**src/rtl/alu_pkg.sv**
```systemverilog
// ----------------------------------------------------------------------------
// alu_pkg
//   Shared definitions for integer_seq_alu and its iterative shift unit:
//   opcode constants, FSM state encoding and a small opcode helper.
// ----------------------------------------------------------------------------
package alu_pkg;

    localparam int ALU_OP_W = 6;

    localparam logic [ALU_OP_W-1:0] ALU_OP_PLUS          = 6'd0;
    localparam logic [ALU_OP_W-1:0] ALU_OP_SUB           = 6'd1;
    localparam logic [ALU_OP_W-1:0] ALU_OP_SHIFT_LEFT    = 6'd2;
    localparam logic [ALU_OP_W-1:0] ALU_OP_SHIFT_RIGHT   = 6'd3;
    localparam logic [ALU_OP_W-1:0] ALU_OP_SHIFT_RIGHT_A = 6'd4;
    localparam logic [ALU_OP_W-1:0] ALU_OP_SET_LESS_THAN = 6'd5;
    localparam logic [ALU_OP_W-1:0] ALU_OP_SET_LESS_THAN_U = 6'd6;
    localparam logic [ALU_OP_W-1:0] ALU_OP_AND           = 6'd7;
    localparam logic [ALU_OP_W-1:0] ALU_OP_OR            = 6'd8;
    localparam logic [ALU_OP_W-1:0] ALU_OP_XOR           = 6'd9;

    localparam logic [1:0] ST_IDLE = 2'd0;
    localparam logic [1:0] ST_EXEC = 2'd1;
    localparam logic [1:0] ST_DONE = 2'd2;

    function automatic logic is_shift_op(input logic [ALU_OP_W-1:0] op);
        return (op == ALU_OP_SHIFT_LEFT) || (op == ALU_OP_SHIFT_RIGHT) ||
               (op == ALU_OP_SHIFT_RIGHT_A);
    endfunction

endpackage

```
**src/rtl/int_alu_shift_unit.sv**
```systemverilog
// ----------------------------------------------------------------------------
// int_alu_shift_unit
//   Iterative shifter: moves SHIFT_STEP bits per cycle until the requested
//   amount is consumed.
//   Ports:
//     clk, reset       clock, synchronous active-high reset
//     start            load value/amt/dir/arith (one-cycle pulse)
//     dir              0 = left, 1 = right
//     arith            right shifts sign-fill when set
//     value, amt       operand and shift amount
//     busy             more than one step still outstanding
//     result, shout    value and last shifted-out bit *after* the step taken
//                      this cycle; valid to capture once busy is low
// ----------------------------------------------------------------------------
module int_alu_shift_unit
    import alu_pkg::*;
#(
    parameter int DATA_WIDTH = 32,
    parameter int SHIFT_STEP = 1,
    parameter int AMT_W      = $clog2(DATA_WIDTH)
) (
    input  logic                  clk,
    input  logic                  reset,
    input  logic                  start,
    input  logic                  dir,
    input  logic                  arith,
    input  logic [DATA_WIDTH-1:0] value,
    input  logic [AMT_W-1:0]      amt,
    output logic                  busy,
    output logic [DATA_WIDTH-1:0] result,
    output logic                  shout
);

    localparam int W = DATA_WIDTH;
    localparam logic [AMT_W:0] STEP_C = (AMT_W+1)'(SHIFT_STEP);

    logic [W-1:0]   val_q, val_d;
    logic [AMT_W:0] rem_q, step;
    logic           dir_q, arith_q, shout_q, shout_d;
    logic [W:0]        l_ext, r_ext;
    logic signed [W:0] r_sext;

    // The step is exposed combinationally so the top can capture the final
    // value on the same edge that finishes the shift (latency = steps).
    always_comb begin
        step   = (rem_q > STEP_C) ? STEP_C : rem_q;
        // One guard bit on the far side catches the last bit shifted out.
        l_ext  = {1'b0, val_q} << step;
        r_ext  = {val_q, 1'b0} >> step;
        r_sext = $signed({val_q, 1'b0}) >>> step;
        val_d   = val_q;
        shout_d = shout_q;
        if (step != '0) begin
            if (!dir_q) begin
                val_d   = l_ext[W-1:0];
                shout_d = l_ext[W];
            end else if (arith_q) begin
                val_d   = r_sext[W:1];
                shout_d = r_sext[0];
            end else begin
                val_d   = r_ext[W:1];
                shout_d = r_ext[0];
            end
        end
    end

    always_ff @(posedge clk) begin
        if (reset) begin
            val_q   <= '0;
            rem_q   <= '0;
            dir_q   <= 1'b0;
            arith_q <= 1'b0;
            shout_q <= 1'b0;
        end else if (start) begin
            val_q   <= value;
            rem_q   <= {1'b0, amt};
            dir_q   <= dir;
            arith_q <= arith;
            shout_q <= 1'b0;
        end else begin
            val_q   <= val_d;
            rem_q   <= rem_q - step;
            shout_q <= shout_d;
        end
    end

    assign busy   = rem_q > STEP_C;
    assign result = val_d;
    assign shout  = shout_d;

endmodule

```
**src/rtl/integer_seq_alu.sv**
```systemverilog
// ----------------------------------------------------------------------------
// integer_seq_alu
//   Registered valid/ready integer ALU. Single-cycle ops finish one cycle after
//   accept; shifts iterate in int_alu_shift_unit. Result is held in DONE until
//   out_ready.
//   Ports:
//     clk, reset            clock, synchronous active-high reset
//     in_valid / in_ready   request handshake (ready only in IDLE)
//     alu_op, A, B          opcode (alu_pkg ALU_OP_*) and operands
//     out_valid / out_ready result handshake
//     out, carry            registered result and carry/borrow/shift-out bit
//   Build option ALU_FLAGS_EN adds registered zero/neg/ovf outputs.
// ----------------------------------------------------------------------------
module integer_seq_alu
    import alu_pkg::*;
#(
    parameter int DATA_WIDTH = 32,
    parameter int SHIFT_STEP = 1
) (
    input  logic                  clk,
    input  logic                  reset,
    input  logic                  in_valid,
    output logic                  in_ready,
    input  logic [ALU_OP_W-1:0]   alu_op,
    input  logic [DATA_WIDTH-1:0] A,
    input  logic [DATA_WIDTH-1:0] B,
    output logic                  out_valid,
    input  logic                  out_ready,
    output logic [DATA_WIDTH-1:0] out,
    output logic                  carry
`ifdef ALU_FLAGS_EN
    ,
    output logic                  zero,
    output logic                  neg,
    output logic                  ovf
`endif
);

    localparam int W     = DATA_WIDTH;
    localparam int AMT_W = $clog2(DATA_WIDTH);

    logic [1:0]          state_q, state_d;
    logic [ALU_OP_W-1:0] op_q;
    logic [W-1:0]        a_q, b_q, out_q, out_d;
    logic                carry_q, carry_d;
    logic                accept, load;
    logic [W:0]          sum_w, diff_w;
    logic [W-1:0]        alu_res;
    logic                alu_c;
    logic                sh_busy, sh_shout;
    logic [W-1:0]        sh_result;

    assign accept = in_valid && (state_q == ST_IDLE);

    // Shifter is loaded straight from the ports on the accept edge so the
    // first step happens in the first EXEC cycle.
    int_alu_shift_unit #(
        .DATA_WIDTH (DATA_WIDTH),
        .SHIFT_STEP (SHIFT_STEP),
        .AMT_W      (AMT_W)
    ) u_shift (
        .clk    (clk),
        .reset  (reset),
        .start  (accept && is_shift_op(alu_op)),
        .dir    (alu_op != ALU_OP_SHIFT_LEFT),
        .arith  (alu_op == ALU_OP_SHIFT_RIGHT_A),
        .value  (A),
        .amt    (B[AMT_W-1:0]),
        .busy   (sh_busy),
        .result (sh_result),
        .shout  (sh_shout)
    );

    // Single-cycle ops on the latched operands.
    always_comb begin
        sum_w   = {1'b0, a_q} + {1'b0, b_q};
        // MSB of the extended difference is the unsigned borrow (A < B).
        diff_w  = {1'b0, a_q} - {1'b0, b_q};
        alu_res = '0;
        alu_c   = 1'b0;
        case (op_q)
            ALU_OP_PLUS:            {alu_c, alu_res} = sum_w;
            ALU_OP_SUB:             {alu_c, alu_res} = diff_w;
            ALU_OP_SET_LESS_THAN:   alu_res[0] = $signed(a_q) < $signed(b_q);
            ALU_OP_SET_LESS_THAN_U: alu_res[0] = a_q < b_q;
            ALU_OP_AND:             alu_res = a_q & b_q;
            ALU_OP_OR:              alu_res = a_q | b_q;
            ALU_OP_XOR:             alu_res = a_q ^ b_q;
            default:                ;
        endcase
    end

    always_comb begin
        state_d = state_q;
        load    = 1'b0;
        out_d   = alu_res;
        carry_d = alu_c;
        if (is_shift_op(op_q)) begin
            out_d   = sh_result;
            carry_d = sh_shout;
        end
        case (state_q)
            ST_IDLE: if (in_valid) state_d = ST_EXEC;
            ST_EXEC: begin
                if (!is_shift_op(op_q) || !sh_busy) begin
                    load    = 1'b1;
                    state_d = ST_DONE;
                end
            end
            ST_DONE: if (out_ready) state_d = ST_IDLE;
            default: state_d = ST_IDLE;
        endcase
    end

    always_ff @(posedge clk) begin
        if (reset) begin
            state_q <= ST_IDLE;
            op_q    <= '0;
            a_q     <= '0;
            b_q     <= '0;
            out_q   <= '0;
            carry_q <= 1'b0;
        end else begin
            state_q <= state_d;
            if (accept) begin
                op_q <= alu_op;
                a_q  <= A;
                b_q  <= B;
            end
            if (load) begin
                out_q   <= out_d;
                carry_q <= carry_d;
            end
        end
    end

    assign in_ready  = (state_q == ST_IDLE);
    assign out_valid = (state_q == ST_DONE);
    assign out       = out_q;
    assign carry     = carry_q;

`ifdef ALU_FLAGS_EN
    logic ovf_d, zero_q, neg_q, ovf_q;

    // Signed overflow: operands' signs vs. result sign.
    always_comb begin
        ovf_d = 1'b0;
        case (op_q)
            ALU_OP_PLUS: ovf_d = (a_q[W-1] == b_q[W-1]) && (sum_w[W-1]  != a_q[W-1]);
            ALU_OP_SUB:  ovf_d = (a_q[W-1] != b_q[W-1]) && (diff_w[W-1] != a_q[W-1]);
            default:     ovf_d = 1'b0;
        endcase
    end

    always_ff @(posedge clk) begin
        if (reset) begin
            zero_q <= 1'b0;
            neg_q  <= 1'b0;
            ovf_q  <= 1'b0;
        end else if (load) begin
            zero_q <= (out_d == '0);
            neg_q  <= out_d[W-1];
            ovf_q  <= ovf_d;
        end
    end

    assign zero = zero_q;
    assign neg  = neg_q;
    assign ovf  = ovf_q;
`endif

endmodule
```
**config.mk**
```make
export PLATFORM = sky130hd
export DESIGN_NAME = integer_seq_alu
export DESIGN_NICKNAME = d
export VERILOG_FILES = /design/src/rtl/alu_pkg.sv /design/src/rtl/int_alu_shift_unit.sv /design/src/rtl/integer_seq_alu.sv
export SDC_FILE = /design/constraint.sdc
export NUM_CORES = 1
export LEC_CHECK = 0
export ABC_AREA = 1
export CAP_MARGIN = 15
export CELL_PAD_IN_SITES_DETAIL_PLACEMENT = 1
export CELL_PAD_IN_SITES_GLOBAL_PLACEMENT = 1
export CORE_UTILIZATION = 30
export CTS_CLUSTER_SIZE = 8
export DETAILED_ROUTE_END_ITERATION = 8
export DONT_BUFFER_PORTS = 1
export GPL_TIMING_DRIVEN = 0
export PLACE_DENSITY_LB_ADDON = 0.1
export SLEW_MARGIN = 20
export SYNTH_ARGS = -nofsm -noshare
export SYNTH_HDL_FRONTEND = slang
export SYNTH_HIERARCHICAL = 1
export SYNTH_SLANG_ARGS = --single-unit
export TNS_END_PERCENT = 50
```
**constraint.sdc**
```tcl
create_clock -name clk -period 2 [get_ports clk]
set_clock_uncertainty 0.05 [all_clocks]
set_input_delay 0.4 -clock clk [delete_from_list [all_inputs] [get_ports clk]]
set_output_delay 0.4 -clock clk [all_outputs]
set_load 0.005 [all_outputs]
```
Yosys cells after proc, flatten, opt, wreduce, memory -nomap -nowiden
Cells that the tools add are included.
W data, S select, Z words.
{"block": "word_totals", "ff_bits": 146, "input_bits": 74, "elab_cells": 76}
{"block": "classes", "addsub": 3, "order_cmp": 3, "n_eq_ne": 18, "shift": 3, "mux": 20, "n_bitwise": 3, "n_reduce_logical": 14}
{"operator": "$mux W32", "n": 5}
{"operator": "$pmux W31 S5", "n": 1}
{"operator": "$lt A32 B32 Y1", "n": 2}
{"operator": "$add A32 B32 Y33", "n": 1}
{"operator": "$shl A32 B6 Y33", "n": 1}
{"operator": "$shr A33 B6 Y33", "n": 1}
{"operator": "$sshr A33 B6 Y33", "n": 1}
{"operator": "$sub A32 B32 Y33", "n": 1}
{"operator": "$and A32 B32 Y32", "n": 1}
{"operator": "$or A32 B32 Y32", "n": 1}
{"operator": "$xor A32 B32 Y32", "n": 1}
{"operator": "$eq A6 B3 Y1 const B", "n": 5}
{"operator": "$eq A6 B2 Y1 const B", "n": 4}
{"operator": "$eq A6 B4 Y1 const B", "n": 2}
{"operator": "$pmux W1 S7", "n": 1}
{"operator": "$eq A6 B1 Y1 const B", "n": 1}
{"operator": "$gt A6 B1 Y1 const B", "n": 1}
{"operator": "$logic_not A6 Y1", "n": 1}
{"operator": "$mux W1", "n": 6}
{"operator": "$mux W2", "n": 3}
{"operator": "$mux W6", "n": 1}
{"operator": "$ne A6 B2 Y1 const B", "n": 1}
{"operator": "$pmux W2 S3", "n": 1}
{"operator": "$reduce_bool A6 Y1", "n": 1}
{"operator": "other kinds (13)", "n": 20}

Longest topological paths before layout
{"block": "logic_depth", "ltp_word": 7, "depth_mapped": 17}

Modules after synthesis
The synthesis kept the hierarchy.
{"module": "integer_seq_alu", "n_inst": 1, "cells_per_inst": 1817, "area_each_um2": 10471.3, "seq_area_each_um2": 2102.0}
{"module": "int_alu_shift_unit", "n_inst": 1, "cells_per_inst": 439, "area_each_um2": 2583.7, "seq_area_each_um2": 820.8}

Worst setup path before layout
Ideal clock, no wire load.
{"block": "synth_timing", "kind": "register to register", "startpoint": "reg state_q[0]", "endpoint": "reg u_shift.val_q[13]", "arrival_time_ns": 1.889, "path_slack_ns": -0.048, "path_stages_with_launch": 12, "n_path_buf": 4, "path_cell_list": "dfxtp_1 nor2_1 nand2_1 clkbuf_1 clkbuf_1 nor2_1 buf_2 inv_2 clkbuf_1 nand3_1 nand2_1 inv_1"}
{"block": "synth_between", "elab_chain_cells": 4}
{"element": "start, declared", "line": "integer_seq_alu.sv:42", "rtl": "logic [1:0] state_q, state_d;"}
{"element": "start signal, assigned", "line": "integer_seq_alu.sv:124", "rtl": "state_q <= state_d;"}
{"element": "$logic_not A2 Y1"}
{"element": "net in_ready", "line": "integer_seq_alu.sv:23", "rtl": "output logic in_ready,"}
{"element": "$logic_and A1 B1 Y1", "line": "integer_seq_alu.sv:53", "rtl": "assign accept = in_valid && (state_q == ST_IDLE);"}
{"element": "$logic_and A1 B1 Y1", "line": "integer_seq_alu.sv:64", "rtl": ".start (accept && is_shift_op(alu_op)),"}
{"element": "$mux W32", "line": "int_alu_shift_unit.sv:74", "rtl": "end else if (start) begin"}
{"element": "end signal, assigned", "line": "int_alu_shift_unit.sv:75", "rtl": "val_q <= value;"}
{"element": "end signal, assigned", "line": "int_alu_shift_unit.sv:81", "rtl": "val_q <= val_d;"}
{"element": "end, declared", "line": "int_alu_shift_unit.sv:37", "rtl": "logic [W-1:0] val_q, val_d;"}
The timed path passes the listed nets, and every way through them passes these cells.
A chain may end at the register's enable or synchronous reset.

Worst setup path in the final report
{"block": "layout_timing", "startpoint": "reg a_q[0]", "endpoint": "reg out_q[26] (netlist: out[26])"}
{"block": "layout_between", "elab_chain_cells": 3, "elab_cells_between_ends": 4, "cone_classes": "2 x add/sub; 2 x mux"}
{"element": "start, declared", "line": "integer_seq_alu.sv:44", "rtl": "logic [W-1:0] a_q, b_q, out_q, out_d;"}
{"element": "start signal, assigned", "line": "integer_seq_alu.sv:119", "rtl": "a_q <= '0;"}
{"element": "start signal, assigned", "line": "integer_seq_alu.sv:127", "rtl": "a_q <= A;"}
{"element": "$sub A32 B32 Y33 / $add A32 B32 Y33 (equally long branches)", "line": "integer_seq_alu.sv:78, integer_seq_alu.sv:76"}
{"element": "$pmux W31 S5 *", "line": "integer_seq_alu.sv:81", "rtl": "case (op_q)"}
{"element": "$mux W32 *", "line": "integer_seq_alu.sv:98", "rtl": "if (is_shift_op(op_q)) begin"}
{"element": "end signal, assigned", "line": "integer_seq_alu.sv:131", "rtl": "out_q <= out_d;"}
{"element": "end, declared", "line": "integer_seq_alu.sv:44"}
Mark *: on every way between the ends. The rest lies on a longest branch, timed or not.

==> impl_results.md <==
* Die area at 44400 µm²
* WL final at 69300 µm
* First-pass GRT wire length at 100000 µm
* Tcrit/Tclk final at 118%
* Filler cell count at 5559
* Clock buffer depth at 2
* Post-synth EDFFs at 0
* Hold Vio Cnt, Final at 0
* Achievable Freq at 424 MHz
* Post-route minimum period at 2.36 ns
* Worst-path fanout max at 4
* Synth Area in Compound Gates at 16.2%
* Initial Util at 30.4%
* Pwr Total at 14.9 mW
* P&R area growth vs syn at 38.3%
* Post-DP HPWL at 54500 µm
* Area of the multi-input gates at 10400 µm²
* Routed WL per cell at 23.1 µm
* Worst setup EP type: register
* PwrDens at 826 nW/µm²
* Largest net degree at the start of global routing at 17
* Total negative slack at -7.37 ns
* Grt ovf at 0
* Clock-pin slew on the worst setup and hold paths at 0.07 ns
* Clock Power Share at 21.5%
* Post-Synth XOR/XNOR Area at 0.134%
* Critical Path RT at 2.31 ns
* Post-synthesis mux area share at 0%
* Synth top area share at 22.4%
* CORE AREA at 43000 µm²
* Mapped cell area at 13100 µm²
* Worst-Margin Slew at 0.775 ns
* Synth warn at 6
* Clock Sinks at 146
* Switching share of power at 47.4%
* Post-Synthesis Cells at 2256
* CP arrival at 2.67 ns
* DR vias at 15400
* FFs w/ async S/R, synth at 0%
* Internal power at 7.85 mW
* Vias in the first global route at 15600
* Final Setup Violations at 28
* Clock Latency Late Sink at 0.45 ns
* Maxcap violations at 0
* Leak at 8.87 nW
* RSZ-0062 raised after global routing: true
* TritonCTS Buffers at 17
* Die X at 211 µm
* Setup slack after layout at -0.359 ns
* Final GP Congestion at 0.928
* Final Util at 42.0%
* Post-Synth Simple-Gate Area at 34.8%
* Commonest cells post-synth: nand2_1, inv_1, nor2_1
* Rows at 76
* Nets@finish at 2588
* Synth unique cells at 43
* Min Hold Slack at 0.0500 ns
* Synth area leaders: dfxtp_1, nand2_1, inv_1, ha_1, nor2_1
* GRT Util Overall at 31.0%
* Most common flop cell mapped by yosys: dfxtp_1
* Flops & latches, synth at 146
* Comb pwr share at 54.8%
* Slew headroom at 48.3%
* TritonRoute pass-1 iters at 5
* Top Ports at 109
* Post-route ant nets at 0
* Crit path kind: register to register
* HP Class: primary input to register
* Clock root buffer master: clkbuf_16
* Status: complete, but fails checks
* Die Y at 211 µm
* Violated checks: negative setup slack
* Register Area at 3010 µm²
* Initial antenna violation count at 3
* Starting DRC count in detailed routing at 910
* Startpoint types: register
* Proportion of layout cells with a drive suffix above 1 at 32.2%
* H-tree Lvls at 4
* Leading area contributor after synthesis: dfxtp_1
* Sequential Power Share at 23.7%
* Vias per cell at 5.12
* Final number of max-transition violations at 0
* Sequential fraction of the synthesis area at 22.4%
* Main combinational cell family by area after synthesis: simple AND/OR/NAND/NOR gates
* IO buf count at 0
* Post-Syn Nets at 2443
* DRC Markers at 0
* Most common cell in the netlist: nand2_1
* Post-Synth Adder-Cell Area at 10.9%
* Worst IR Drop VDD at 0.579 mV
* Synth Area per Inst at 5.79 µm²
* P_sw at 7.07 mW
* CTS tree: yes
[flip-flops by register name, summed over array words and instances, names as in the netlist]
register	flops
a_q	32
b_q	32
carry	1
op_q	6
out	32
state_q	2
u_shift/arith_q	1
u_shift/dir_q	1
u_shift/rem_q	6
u_shift/shout_q	1
u_shift/val_q	32
[power groups by stage]
stage | Sequential [mW] | Clock, mW | Combinational [mW]
2_1_floorplan | 3.50 | 0 | 3.53
3_3_place_gp | 3.56 | 0 | 5.36
3_5_place_dp | 3.58 | 0 | 5.45
4_1_cts | 3.52 | 3.27 | 7.33
5_1_grt | 3.57 | 3.36 | 8.73
6_report | 3.53 | 3.21 | 8.17
[worst max-delay path, cell delays in order (launching register included)]
cell and delay [ns]:
dfxtp_4 0.37, inv_4 0.04, ha_4 0.16, fa_2 0.39
inv_4 0.10, nand3_2 0.08, nand3_2 0.11, nand2_1 0.09
nand2_4 0.10, nand2_2 0.08, nand3_2 0.06, nand2_1 0.06
nand3_2 0.11, nand4_1 0.26, nand2_1 0.13, inv_1 0.04
[cell families (layout without fill, tap and decap cells)]
family	Yosys count	after routing
adder cells (fa/ha/maj)	113	113
AO/OA/AOI/OAI	400	400
XOR/XNOR	2	2
buffers and inverters	503	661
AND/OR/NAND/NOR	1092	1092
other	0	1
flip-flops	146	146
[metrics by stage]
stage               setup WS, ns  instance area (µm²)  std cells
CTS                       -0.357                17200       2973
global placement           -1.57                13800       2841
floorplan                -0.0179                13100       2256
finish                    -0.359                18100       3000
global route              -0.489                18100       2999
detailed placement         -1.53                13800       2841
[placed cells by master (no fill, tap or decap), drive strengths merged]
master / netlist / routed
o22ai: 25 / 25
diode: 0 / 1
nand3: 121 / 121
nand2: 605 / 605
a21boi: 1 / 1
and3: 3 / 3
o21bai: 7 / 7
o21ai: 163 / 163
nor2: 271 / 271
a21oi: 185 / 185
clkinv: 1 / 7
dfxtp: 146 / 146
xor2: 2 / 2
a31oi: 3 / 3
fa: 2 / 2
o211ai: 8 / 8
a41oi: 1 / 1
o21a: 2 / 2
inv: 400 / 398
buf: 64 / 194
nand3b: 5 / 5
clkbuf: 38 / 55
bufinv: 0 / 1
and2: 4 / 4
ha: 111 / 111
nor4: 1 / 1
a221oi: 3 / 3
o2111ai: 2 / 2
clkinvlp: 0 / 6
nor3: 22 / 22
nand4: 60 / 60
[metal layers]
metal	up-vias	share of wire (%)	wire length (µm)	global-route usage, %
met5	-	0.049	34	0
met1	7582	45	31200	40.8
met4	4	1.7	1170	7.00
met2	316	47	32900	52.5
li1	7410	-	-	-
met3	61	5.8	4020	5.07
[worst paths after layout]
check / slack [ns] / from / cells after the start / endpoint
worst max-delay path: -0.36 / a_q[0] / 15 / out[26]
worst min register to register: 0.44 / a_q[19] / 2 / a_q[19]
worst min-delay path: 0.05 / B[1] / 2 / u_shift/rem_q[1]
worst max register to register: -0.36 / a_q[0] / 15 / out[26]
[final cells by class]
class | count | share of cell area (%)
Multi-Input combinational cell | 1607 | 57.6
Antenna cell | 1 | 0.0139
Clock inverter | 11 | 0.575
Sequential cell | 146 | 16.7
Clock buffer | 21 | 2.55
Inverter | 401 | 8.58
Tap cell | 585 | 4.05
Buffer | 98 | 4.07
Timing Repair Buffer | 130 | 5.87
[repair_timing]
action	CTS	global route
hold buffers	0	0
pin swaps	155	119
resized for setup	613	208
endpoints found under the hold margin	0	0
setup endpoints to repair	145	51
buffers inserted	97	29
gates cloned	4	1
(Power assumes the default switching activity.)
